--- config.mk ---
export PLATFORM = sky130hd
export DESIGN_NAME = ppfifo_write_arbiter_flat
export DESIGN_NICKNAME = d
export VERILOG_FILES = /design/src/rtl/ppfifo_write_arbiter_if.sv /design/src/rtl/ppfifo_write_arbiter.sv /design/src/flat_wrapper.sv
export SDC_FILE = /design/constraint.sdc
export NUM_CORES = 1
export LEC_CHECK = 0
export CORE_ASPECT_RATIO = 0.6
export CORE_MARGIN = 3
export CORE_UTILIZATION = 40
export DETAILED_ROUTE_END_ITERATION = 6
export PLACE_DENSITY = 0.64
export REMOVE_ABC_BUFFERS = 1
export SETUP_SLACK_MARGIN = 0.2
export SLEW_MARGIN = 5
export SYNTH_ARGS = -nofsm -noshare
export SYNTH_HDL_FRONTEND = slang
export SYNTH_SLANG_ARGS = --single-unit
export TNS_END_PERCENT = 30
--- constraint.sdc ---
create_clock -name write_clock -period 5.8 [get_ports write_clock]
set_input_delay 0.58 -clock write_clock [delete_from_list [all_inputs] [get_ports write_clock]]
set_output_delay 0.58 -clock write_clock [all_outputs]
set_load 0.01 [all_outputs]
--- src/rtl/ppfifo_write_arbiter_if.sv ---
// Bus bundle between the two requesters, the ppfifo write port and the write arbiter.
// slave = arbiter side, master = requester/ppfifo side.
interface ppfifo_write_arbiter_if #(
   parameter int DATA_WIDTH = 8
);
   logic                  req0_request;
   logic                  req0_strobe;
   logic [DATA_WIDTH-1:0] req0_data;
   logic                  req0_grant;
   logic                  req0_space;

   logic                  req1_request;
   logic                  req1_strobe;
   logic [DATA_WIDTH-1:0] req1_data;
   logic                  req1_grant;
   logic                  req1_space;

   logic [1:0]            ppfifo_write_ready;
   logic [23:0]           ppfifo_write_fifo_size;
   logic [1:0]            ppfifo_write_activate;
   logic                  ppfifo_write_strobe;
   logic [DATA_WIDTH-1:0] ppfifo_write_data;
   logic                  busy;

   modport slave (
      input  req0_request, req0_strobe, req0_data,
      input  req1_request, req1_strobe, req1_data,
      input  ppfifo_write_ready, ppfifo_write_fifo_size,
      output req0_grant, req0_space, req1_grant, req1_space,
      output ppfifo_write_activate, ppfifo_write_strobe, ppfifo_write_data, busy
   );

   modport master (
      output req0_request, req0_strobe, req0_data,
      output req1_request, req1_strobe, req1_data,
      output ppfifo_write_ready, ppfifo_write_fifo_size,
      input  req0_grant, req0_space, req1_grant, req1_space,
      input  ppfifo_write_activate, ppfifo_write_strobe, ppfifo_write_data, busy
   );
endinterface

--- src/rtl/ppfifo_write_arbiter.sv ---
// Round-robin arbiter sharing one ppfifo write port between two requesters (write_clock domain).
// Define PPFIFO_WRITE_ARB_TIMEOUT_EN to force-close partial buffers after TIMEOUT_CYCLES idle cycles.
//
// state    | meaning
// S_IDLE   | no buffer open; arbitrate when a request and a ready buffer exist
// S_ACTIVE | buffer open and granted; accepting words from the granted requester
// S_FLUSH  | grant dropped; activate held one cycle so the last strobe lands
module ppfifo_write_arbiter #(
   parameter int DATA_WIDTH     = 8,
   parameter int TIMEOUT_CYCLES = 256
) (
   input  logic                   write_clock,
   input  logic                   reset,
   ppfifo_write_arbiter_if.slave  bus
);

   typedef enum logic [1:0] {S_IDLE, S_ACTIVE, S_FLUSH} state_t;

   state_t                r_state, w_state_next;
   logic [1:0]            r_activate, w_activate_next;
   logic [1:0]            r_grant, w_grant_next;
   logic                  r_last_grant, w_last_grant_next;
   logic [23:0]           r_count, w_count_next;
   logic                  r_strobe, w_strobe_next;
   logic [DATA_WIDTH-1:0] r_data, w_data_next;

   logic                  w_sel;
   logic                  w_req;
   logic                  w_stb;
   logic [DATA_WIDTH-1:0] w_din;
   logic                  w_has_space;
   logic                  w_accept;
   logic [23:0]           w_count_inc;
   logic                  w_full;
   logic                  w_any_req;
   logic                  w_both_req;
   logic                  w_win;
   logic                  w_timeout;

   if (TIMEOUT_CYCLES < 1) begin : g_bad_timeout
      $error("TIMEOUT_CYCLES must be at least 1");
   end

   assign w_sel       = r_grant[1];
   assign w_req       = w_sel ? bus.req1_request : bus.req0_request;
   assign w_stb       = w_sel ? bus.req1_strobe  : bus.req0_strobe;
   assign w_din       = w_sel ? bus.req1_data    : bus.req0_data;
   assign w_has_space = (r_count < bus.ppfifo_write_fifo_size);
   assign w_accept    = (r_grant != 2'b00) && w_stb && w_has_space;
   assign w_count_inc = r_count + 24'(w_accept);
   assign w_full      = (w_count_inc >= bus.ppfifo_write_fifo_size);

   assign w_any_req  = bus.req0_request | bus.req1_request;
   assign w_both_req = bus.req0_request & bus.req1_request;
   // Contested: the requester that did not win last time; otherwise whoever asks.
   assign w_win      = w_both_req ? ~r_last_grant : bus.req1_request;

`ifdef PPFIFO_WRITE_ARB_TIMEOUT_EN
   localparam int IDLE_W = $clog2(TIMEOUT_CYCLES + 1);
   localparam logic [IDLE_W-1:0] IDLE_LAST = IDLE_W'(TIMEOUT_CYCLES - 1);

   logic [IDLE_W-1:0] r_idle;

   always_ff @(posedge write_clock or posedge reset) begin
      if (reset) begin
         r_idle <= '0;
      end else if ((r_state != S_ACTIVE) || w_accept) begin
         r_idle <= '0;
      end else if (r_idle != IDLE_LAST) begin
         r_idle <= r_idle + 1'b1;
      end
   end

   // Fires on the idle cycle that brings the count to TIMEOUT_CYCLES.
   assign w_timeout = (r_state == S_ACTIVE) && !w_accept && (r_count != 24'd0) &&
                      (r_idle == IDLE_LAST);
`else
   assign w_timeout = 1'b0;
`endif

   always_ff @(posedge write_clock or posedge reset) begin
      if (reset) begin
         r_state      <= S_IDLE;
         r_activate   <= 2'b00;
         r_grant      <= 2'b00;
         r_last_grant <= 1'b1;
         r_count      <= 24'd0;
         r_strobe     <= 1'b0;
         r_data       <= '0;
      end else begin
         r_state      <= w_state_next;
         r_activate   <= w_activate_next;
         r_grant      <= w_grant_next;
         r_last_grant <= w_last_grant_next;
         r_count      <= w_count_next;
         r_strobe     <= w_strobe_next;
         r_data       <= w_data_next;
      end
   end

   always_comb begin
      w_state_next      = r_state;
      w_activate_next   = r_activate;
      w_grant_next      = r_grant;
      w_last_grant_next = r_last_grant;
      w_count_next      = r_count;
      w_strobe_next     = 1'b0;
      w_data_next       = r_data;

      unique case (r_state)
         S_IDLE: begin
            if (w_any_req && (bus.ppfifo_write_ready != 2'b00)) begin
               w_activate_next = bus.ppfifo_write_ready[0] ? 2'b01 : 2'b10;
               w_grant_next    = w_win ? 2'b10 : 2'b01;
               if (w_both_req) begin
                  w_last_grant_next = w_win;
               end
               w_count_next = 24'd0;
               w_state_next = S_ACTIVE;
            end
         end
         S_ACTIVE: begin
            if (w_accept) begin
               w_strobe_next = 1'b1;
               w_data_next   = w_din;
               w_count_next  = w_count_inc;
            end
            if (w_full || !w_req || w_timeout) begin
               w_grant_next = 2'b00;
               w_state_next = S_FLUSH;
            end
         end
         S_FLUSH: begin
            w_activate_next = 2'b00;
            w_state_next    = S_IDLE;
         end
         default: begin
            w_state_next = S_IDLE;
         end
      endcase
   end

   assign bus.req0_grant            = r_grant[0];
   assign bus.req1_grant            = r_grant[1];
   assign bus.req0_space            = r_grant[0] && w_has_space;
   assign bus.req1_space            = r_grant[1] && w_has_space;
   assign bus.ppfifo_write_activate = r_activate;
   assign bus.ppfifo_write_strobe   = r_strobe;
   assign bus.ppfifo_write_data     = r_data;
   assign bus.busy                  = (r_state != S_IDLE);

endmodule
--- src/flat_wrapper.sv ---
// flat-port wrapper written by rule: the top's interface ports become plain ports
module ppfifo_write_arbiter_flat 
#(
   parameter int DATA_WIDTH     = 8,
   parameter int TIMEOUT_CYCLES = 256
)
  (write_clock, reset, bus_req0_request, bus_req0_strobe, bus_req0_data, bus_req1_request, bus_req1_strobe, bus_req1_data, bus_ppfifo_write_ready, bus_ppfifo_write_fifo_size, bus_req0_grant, bus_req0_space, bus_req1_grant, bus_req1_space, bus_ppfifo_write_activate, bus_ppfifo_write_strobe, bus_ppfifo_write_data, bus_busy);
  ppfifo_write_arbiter_if #(.DATA_WIDTH(DATA_WIDTH)) bus_i ();
  input  logic write_clock;
  input  logic reset;
  input wire logic [$bits(bus_i.req0_request)-1:0] bus_req0_request;
  input wire logic [$bits(bus_i.req0_strobe)-1:0] bus_req0_strobe;
  input wire logic [$bits(bus_i.req0_data)-1:0] bus_req0_data;
  input wire logic [$bits(bus_i.req1_request)-1:0] bus_req1_request;
  input wire logic [$bits(bus_i.req1_strobe)-1:0] bus_req1_strobe;
  input wire logic [$bits(bus_i.req1_data)-1:0] bus_req1_data;
  input wire logic [$bits(bus_i.ppfifo_write_ready)-1:0] bus_ppfifo_write_ready;
  input wire logic [$bits(bus_i.ppfifo_write_fifo_size)-1:0] bus_ppfifo_write_fifo_size;
  output wire logic [$bits(bus_i.req0_grant)-1:0] bus_req0_grant;
  output wire logic [$bits(bus_i.req0_space)-1:0] bus_req0_space;
  output wire logic [$bits(bus_i.req1_grant)-1:0] bus_req1_grant;
  output wire logic [$bits(bus_i.req1_space)-1:0] bus_req1_space;
  output wire logic [$bits(bus_i.ppfifo_write_activate)-1:0] bus_ppfifo_write_activate;
  output wire logic [$bits(bus_i.ppfifo_write_strobe)-1:0] bus_ppfifo_write_strobe;
  output wire logic [$bits(bus_i.ppfifo_write_data)-1:0] bus_ppfifo_write_data;
  output wire logic [$bits(bus_i.busy)-1:0] bus_busy;
  assign bus_i.req0_request = bus_req0_request;
  assign bus_i.req0_strobe = bus_req0_strobe;
  assign bus_i.req0_data = bus_req0_data;
  assign bus_i.req1_request = bus_req1_request;
  assign bus_i.req1_strobe = bus_req1_strobe;
  assign bus_i.req1_data = bus_req1_data;
  assign bus_i.ppfifo_write_ready = bus_ppfifo_write_ready;
  assign bus_i.ppfifo_write_fifo_size = bus_ppfifo_write_fifo_size;
  assign bus_req0_grant = bus_i.req0_grant;
  assign bus_req0_space = bus_i.req0_space;
  assign bus_req1_grant = bus_i.req1_grant;
  assign bus_req1_space = bus_i.req1_space;
  assign bus_ppfifo_write_activate = bus_i.ppfifo_write_activate;
  assign bus_ppfifo_write_strobe = bus_i.ppfifo_write_strobe;
  assign bus_ppfifo_write_data = bus_i.ppfifo_write_data;
  assign bus_busy = bus_i.busy;
  ppfifo_write_arbiter #(.DATA_WIDTH(DATA_WIDTH), .TIMEOUT_CYCLES(TIMEOUT_CYCLES)) u_core (.write_clock(write_clock), .reset(reset), .bus(bus_i));
endmodule
# Word-level counts from Yosys, hierarchy flattened
# Index checks and enable logic that the tools add are counted.
[op_classes]
addsub = 1
bitwise_logic = 3
reduce_logical = 19
muxes = 19
magnitude_cmp = 2
eq_ne = 5
[ops]
columns = ["cell", "n"]
rows = [
  ["$mux W24", 2],
  ["$pmux W24 S2", 1],
  ["$add A24 B1 Y24", 1],
  ["$ge A24 B24 Y1", 1],
  ["$lt A24 B24 Y1", 1],
  ["$mux W2", 7],
  ["$pmux W2 S2", 3],
  ["$reduce_bool A2 Y1", 5],
  ["$reduce_and A3 Y1", 3],
  ["$mux W8", 1],
  ["$ne A2 B1 Y1 const B", 3],
  ["$reduce_and A2 Y1", 3],
  ["$logic_and A1 B1 Y1", 5],
  ["$mux W1", 5],
  ["$eq A2 B1 Y1 const B", 1],
  ["$eq A2 B2 Y1 const B", 1],
  ["$logic_not A2 Y1", 1],
  ["$and A1 B1 Y1", 1],
  ["$logic_not A1 Y1", 1],
  ["$logic_or A1 B1 Y1", 1],
  ["$not A1 Y1", 1],
  ["$or A1 B1 Y1", 1],
]
[totals]
reg_bits = 40
elab_cells = 56
inputBits = 48
output_inout_bits = 16

# Depth between registers and ports, before layout
[depth]
word_depth = 8
mapped_depth = 21
depth_no_buf = 21

# Worst setup path after synthesis
# Ideal clock, no wire load.
[synth_path]
kind = "input port to flip-flop"
from = "in bus_ppfifo_write_fifo_size[5]"
to = "reg u_core.r_grant[0]"
stages = 20
arrival_ps = 4657
t_required_ps = 5672
slack_ps = 1015
cell_sequence = "inv_1 -> ha_1 -> a2111oi_0 -> nand2_1 -> a21oi_2 -> o211ai_4 -> nor2_1 -> ha_1 -> ha_1 -> nand3_1 -> nor3_2 -> nand4_1 -> and2_1 -> or2_2 -> ha_1 -> nand4_1 -> or3_1 -> o22a_1 -> a211oi_1 -> nor3_1"
[synth_via]
elab_chain_len = 7
[synth_rtl]
columns = ["item", "line_no", "text"]
rows = [
  ["start: declaration", "flat_wrapper.sv:18", "input wire logic [$bits(bus_i.ppfifo_write_fifo_size)-1:0] bus_ppfifo_write_fifo_size;"],
  ["$lt A24 B24 Y1", "ppfifo_write_arbiter.sv:48", "assign w_has_space = (r_count < bus.ppfifo_write_fifo_size);"],
  ["$logic_and A1 B1 Y1", "ppfifo_write_arbiter.sv:49", "assign w_accept = (r_grant != 2'b00) && w_stb && w_has_space;"],
  ["$add A24 B1 Y24", "ppfifo_write_arbiter.sv:50", "assign w_count_inc = r_count + 24'(w_accept);"],
  ["$ge A24 B24 Y1 (*)", "ppfifo_write_arbiter.sv:51", "assign w_full = (w_count_inc >= bus.ppfifo_write_fifo_size);"],
  ["$logic_or A1 B1 Y1 (*)", "ppfifo_write_arbiter.sv:128", "if (w_full || !w_req || w_timeout) begin"],
  ["$ne A2 B1 Y1 (no source line) (*)", "--", ""],
  ["$reduce_and A3 Y1 (no source line) (*)", "--", ""],
  ["end signal: assignment", "ppfifo_write_arbiter.sv:93", "r_grant <= w_grant_next;"],
  ["end: declaration", "ppfifo_write_arbiter.sv:21", "logic [1:0] r_grant, w_grant_next;"],
]
# Mark *: on every way between the ends. The rest lies on a longest branch, timed or not.
# A chain may end at the register's enable or synchronous reset.

# Worst setup path after layout
[layout_path]
from = "in bus_ppfifo_write_fifo_size[22]"
to = "reg u_core.r_grant[0]"
# Same word-level chain as after synthesis.

==> results.sh <==
export IMPL_die_h_um=78.8
export IMPL_rsz0062_at_grt="no"
export IMPL_root_buffer="clkbuf_16"
export IMPL_synth_common_cells="49 x ha_1, 39 x dfrtp_1, 33 x inv_1, 22 x a21oi_1, 20 x nand2_1"
export IMPL_io_pins=64
export IMPL_finClkSkew_ps=7.45
export IMPL_p_per_area_nw_per_um2=266
export IMPL_fin_crit_ps=5230
export IMPL_clock_latency_ps=290
export IMPL_grt_pass1_vias=3130
export IMPL_yosysMostFrequentCell="ha_1"
export IMPL_yosysUniqueCellTypes=58
export IMPL_endpoint="u_core.r_grant[0]$_DFFE_PP0P_"
export IMPL_yosysTopAreaCell="dfrtp_1"
export IMPL_worstPathArrival_ps=5400
export IMPL_synth_seq_cells=40
export IMPL_maxCapViolations=0
export IMPL_timing_slew_headroom_pct=47.2
export IMPL_synth_area_um2=3530
export IMPL_avgViaCountPerCell=5.62
export IMPL_final_nets=561
export IMPL_area_delta_synth_final_pct=28.8
export IMPL_crit_fanout=6
export IMPL_initial_core_util_pct=43.0
export IMPL_ir_worst_vdd_uv=167
export IMPL_dpl_cell_count=564
export IMPL_reg2reg_from="u_core.r_count[5]$_DFFE_PP0P_"
export IMPL_drt_first_pass_iters=5
export IMPL_stdcell_count=573
export IMPL_crit_path_top_delay_cell="clkdlybuf4s50_1"
export IMPL_synth_cells=390
export IMPL_core_rowCount=25
export IMPL_period_share_pct=90.2
export IMPL_rr_worst_depth=20
export IMPL_dp_hpwl_um=7800
export IMPL_route_detailed_drc=0
export IMPL_ys_warnings_count=0
export IMPL_synth_area_leaders="dfrtp_1 28%, ha_1 17%, mux2_2 4.8%"
export IMPL_wl_per_cell_um=17.4
export IMPL_core_um2=8230
export IMPL_cts_buffers=5
export IMPL_wirelength_um=9950
export IMPL_p_leak_nw=2.16
export IMPL_fp_dieW_um=127
export IMPL_ys_seq_area_share_pct=28.4
export IMPL_port_buffers=63
export IMPL_cts_tree="yes"
export IMPL_finalHoldViolCount=0
export IMPL_syn_area_per_cell_um2=9.06
export IMPL_cp_cell_sequence="clkdlybuf4s50_1 -> inv_1 -> ha_1 -> a21oi_1 -> nand2_1 -> a221oi_4 -> o211ai_4 -> nor2_1 -> ha_1 -> ha_2 -> nand3_1 -> nor3_2 -> buf_4 -> nand4_1 -> and2_1 -> or2_2 -> ha_1 -> nand4_1 -> or3_1 -> o22a_1 -> a211oi_1 -> nor3_1"
export IMPL_antenna_found_initial=0
export IMPL_grtUsageTotal_pct=20.5
export IMPL_max_stage_delay_ps=460
export IMPL_crit_start="bus_ppfifo_write_fifo_size[22]"
export IMPL_nFillCells=770
export IMPL_netlist_area_leader_share_pct=27.6
export IMPL_clockBufferDepth=2
export IMPL_clkTransAtPathRegs_ps=60
export IMPL_setup_tns_ps=0
export IMPL_outcome="finished clean"
export IMPL_hold_class="register to register"
export IMPL_cp_start_kind="input port"
export IMPL_place_congestion=0.966
export IMPL_fmax_mhz=191
export IMPL_tightest_slew_ps=791
export IMPL_grt_max_degree=23
export IMPL_numClockSinks=40
export IMPL_synth_ff_type="dfrtp_1"
export IMPL_r2r_end="u_core.r_grant[0]$_DFFE_PP0P_"
export IMPL_synth_edf_count=0
export IMPL_die_area_um2=10000
export IMPL_num_vias=3218
export IMPL_crit_required_ps=5970
export IMPL_path_class="input port to register"
export IMPL_h_tree_depth=2
export IMPL_setup_viol=0
export IMPL_diodes=0
export IMPL_cp_end_kind="register"
export IMPL_synthArstFlopShare_pct=100
export IMPL_r2r_slack_ps=960
export IMPL_final_layout_size_suffix_gt1_share_pct=13.3
export IMPL_drtIter0Drc=248
export IMPL_crit_top_cell="ha_1"
export IMPL_grt_overflow=0
export IMPL_grt_pass1_wl_um=16300
export IMPL_ant_nets=0
export IMPL_maxSlewViolCount=0
kinds of logic (layout without fill, tap and decap cells):
kind of cell / count (synthesis) / after routing / share of synthesized area [%]
compound gates: 96 / 96 / 18.7
xor+xnor: 20 / 20 / 5.17
fa+ha+maj: 49 / 49 / 17.4
buf+inv: 43 / 118 / 4.92
flops: 40 / 40 / 28.4
mux: 21 / 21 / 6.66
simple gates: 121 / 121 / 18.8
worst min path at each step:
stage | from | end | slack [ps] | depth (start not counted)
2_1_floorplan | u_core.r_last_grant$_DFFE_PP1P_ | u_core.r_last_grant$_DFFE_PP1P_ | 470 | 1
3_3_place_gp | u_core.bus.ppfifo_write_data[0]$_DFFE_PP0P_ | u_core.bus.ppfifo_write_data[0]$_DFFE_PP0P_ | 470 | 1
4_1_cts | u_core.r_last_grant$_DFFE_PP1P_ | u_core.r_last_grant$_DFFE_PP1P_ | 500 | 1
5_1_grt | u_core.r_last_grant$_DFFE_PP1P_ | u_core.r_last_grant$_DFFE_PP1P_ | 500 | 1
3_5_place_dp | u_core.bus.ppfifo_write_data[1]$_DFFE_PP0P_ | u_core.bus.ppfifo_write_data[1]$_DFFE_PP0P_ | 470 | 1
6_report | u_core.r_last_grant$_DFFE_PP1P_ | u_core.r_last_grant$_DFFE_PP1P_ | 490 | 1
cell type report:
cell class,instances,area (µm²),area share (%)
clock inverters,3,42.5,0.935
clock buffers,5,125,2.75
multi-input cells,307,2390,52.4
flip-flops and latches,40,1000,22.0
repair buffers,77,736,16.2
well taps,108,135,2.97
inverters,33,124,2.72
state kept, by name (all words and copies together) (netlist names):
register / flops
u_core.r_state: 2
u_core.r_count: 24
u_core.bus.ppfifo_write_strobe: 1
u_core.bus.ppfifo_write_activate: 2
u_core.r_grant: 2
u_core.r_last_grant: 1
u_core.bus.ppfifo_write_data: 8
critical path: cells and delay by family:
family,cells,cell delay (ps)
and+or+nand+nor,10,1840
AOI/OAI and AO/OA,5,1190
adders and majority gates,4,1080
buffers and inverters,3,710
per-layer routing:
layer  track usage (%)  share of wire [%]
met3              7.33                8.4
met5                 0                  0
met1              31.5                 52
met4              3.10               0.91
met2              27.6                 39
cells in the final DEF, fill, tap and decap left out, drive strengths merged, types with 3 or more instances in the layout:
cell            n
dfrtp          39
nor2           20
and3           10
buf            14
nand3          17
a2bb2oi         4
nor2b           3
clkbuf          5
a21oi          24
nand4          10
ha             49
xnor2          11
a211oi          3
o21ai          19
or2             6
a221o           3
xor2            9
inv            33
a31oi           9
mux2           20
and2            9
a21o            8
o211ai          4
o22a            5
o21a            7
clkdlybuf4s50  63
nand2          20
nor3           17
metrics by stage:
step	setup slack [ps]	utilization, %	hold WS [ps]	instance area [µm²]	total power [mW]
after global routing	236	55.3	503	4550	1.29
after CTS	388	54.9	495	4510	1.21
after floorplan	1020	-	468	3480	0.650
after detailed placement	129	52.8	474	4350	0.886
after global placement	204	52.8	468	4350	0.880
final	571	55.3	490	4550	1.21
where the power goes:
group	internal, mW	switching, mW	leakage, nW
registers	0.340	0.0488	0.535
clock network	0.202	0.121	0.0798
logic	0.246	0.251	1.55
total	0.788	0.421	2.16
timing repair:
| action | CTS | global route |
|---|---|---|
| hold buffers | 0 | 0 |
| setup buffers | 0 | 1 |
| gates resized for setup | 0 | 6 |
| endpoints found under the setup margin | 0 | 4 |
Power figures use the tool's default switching activity.
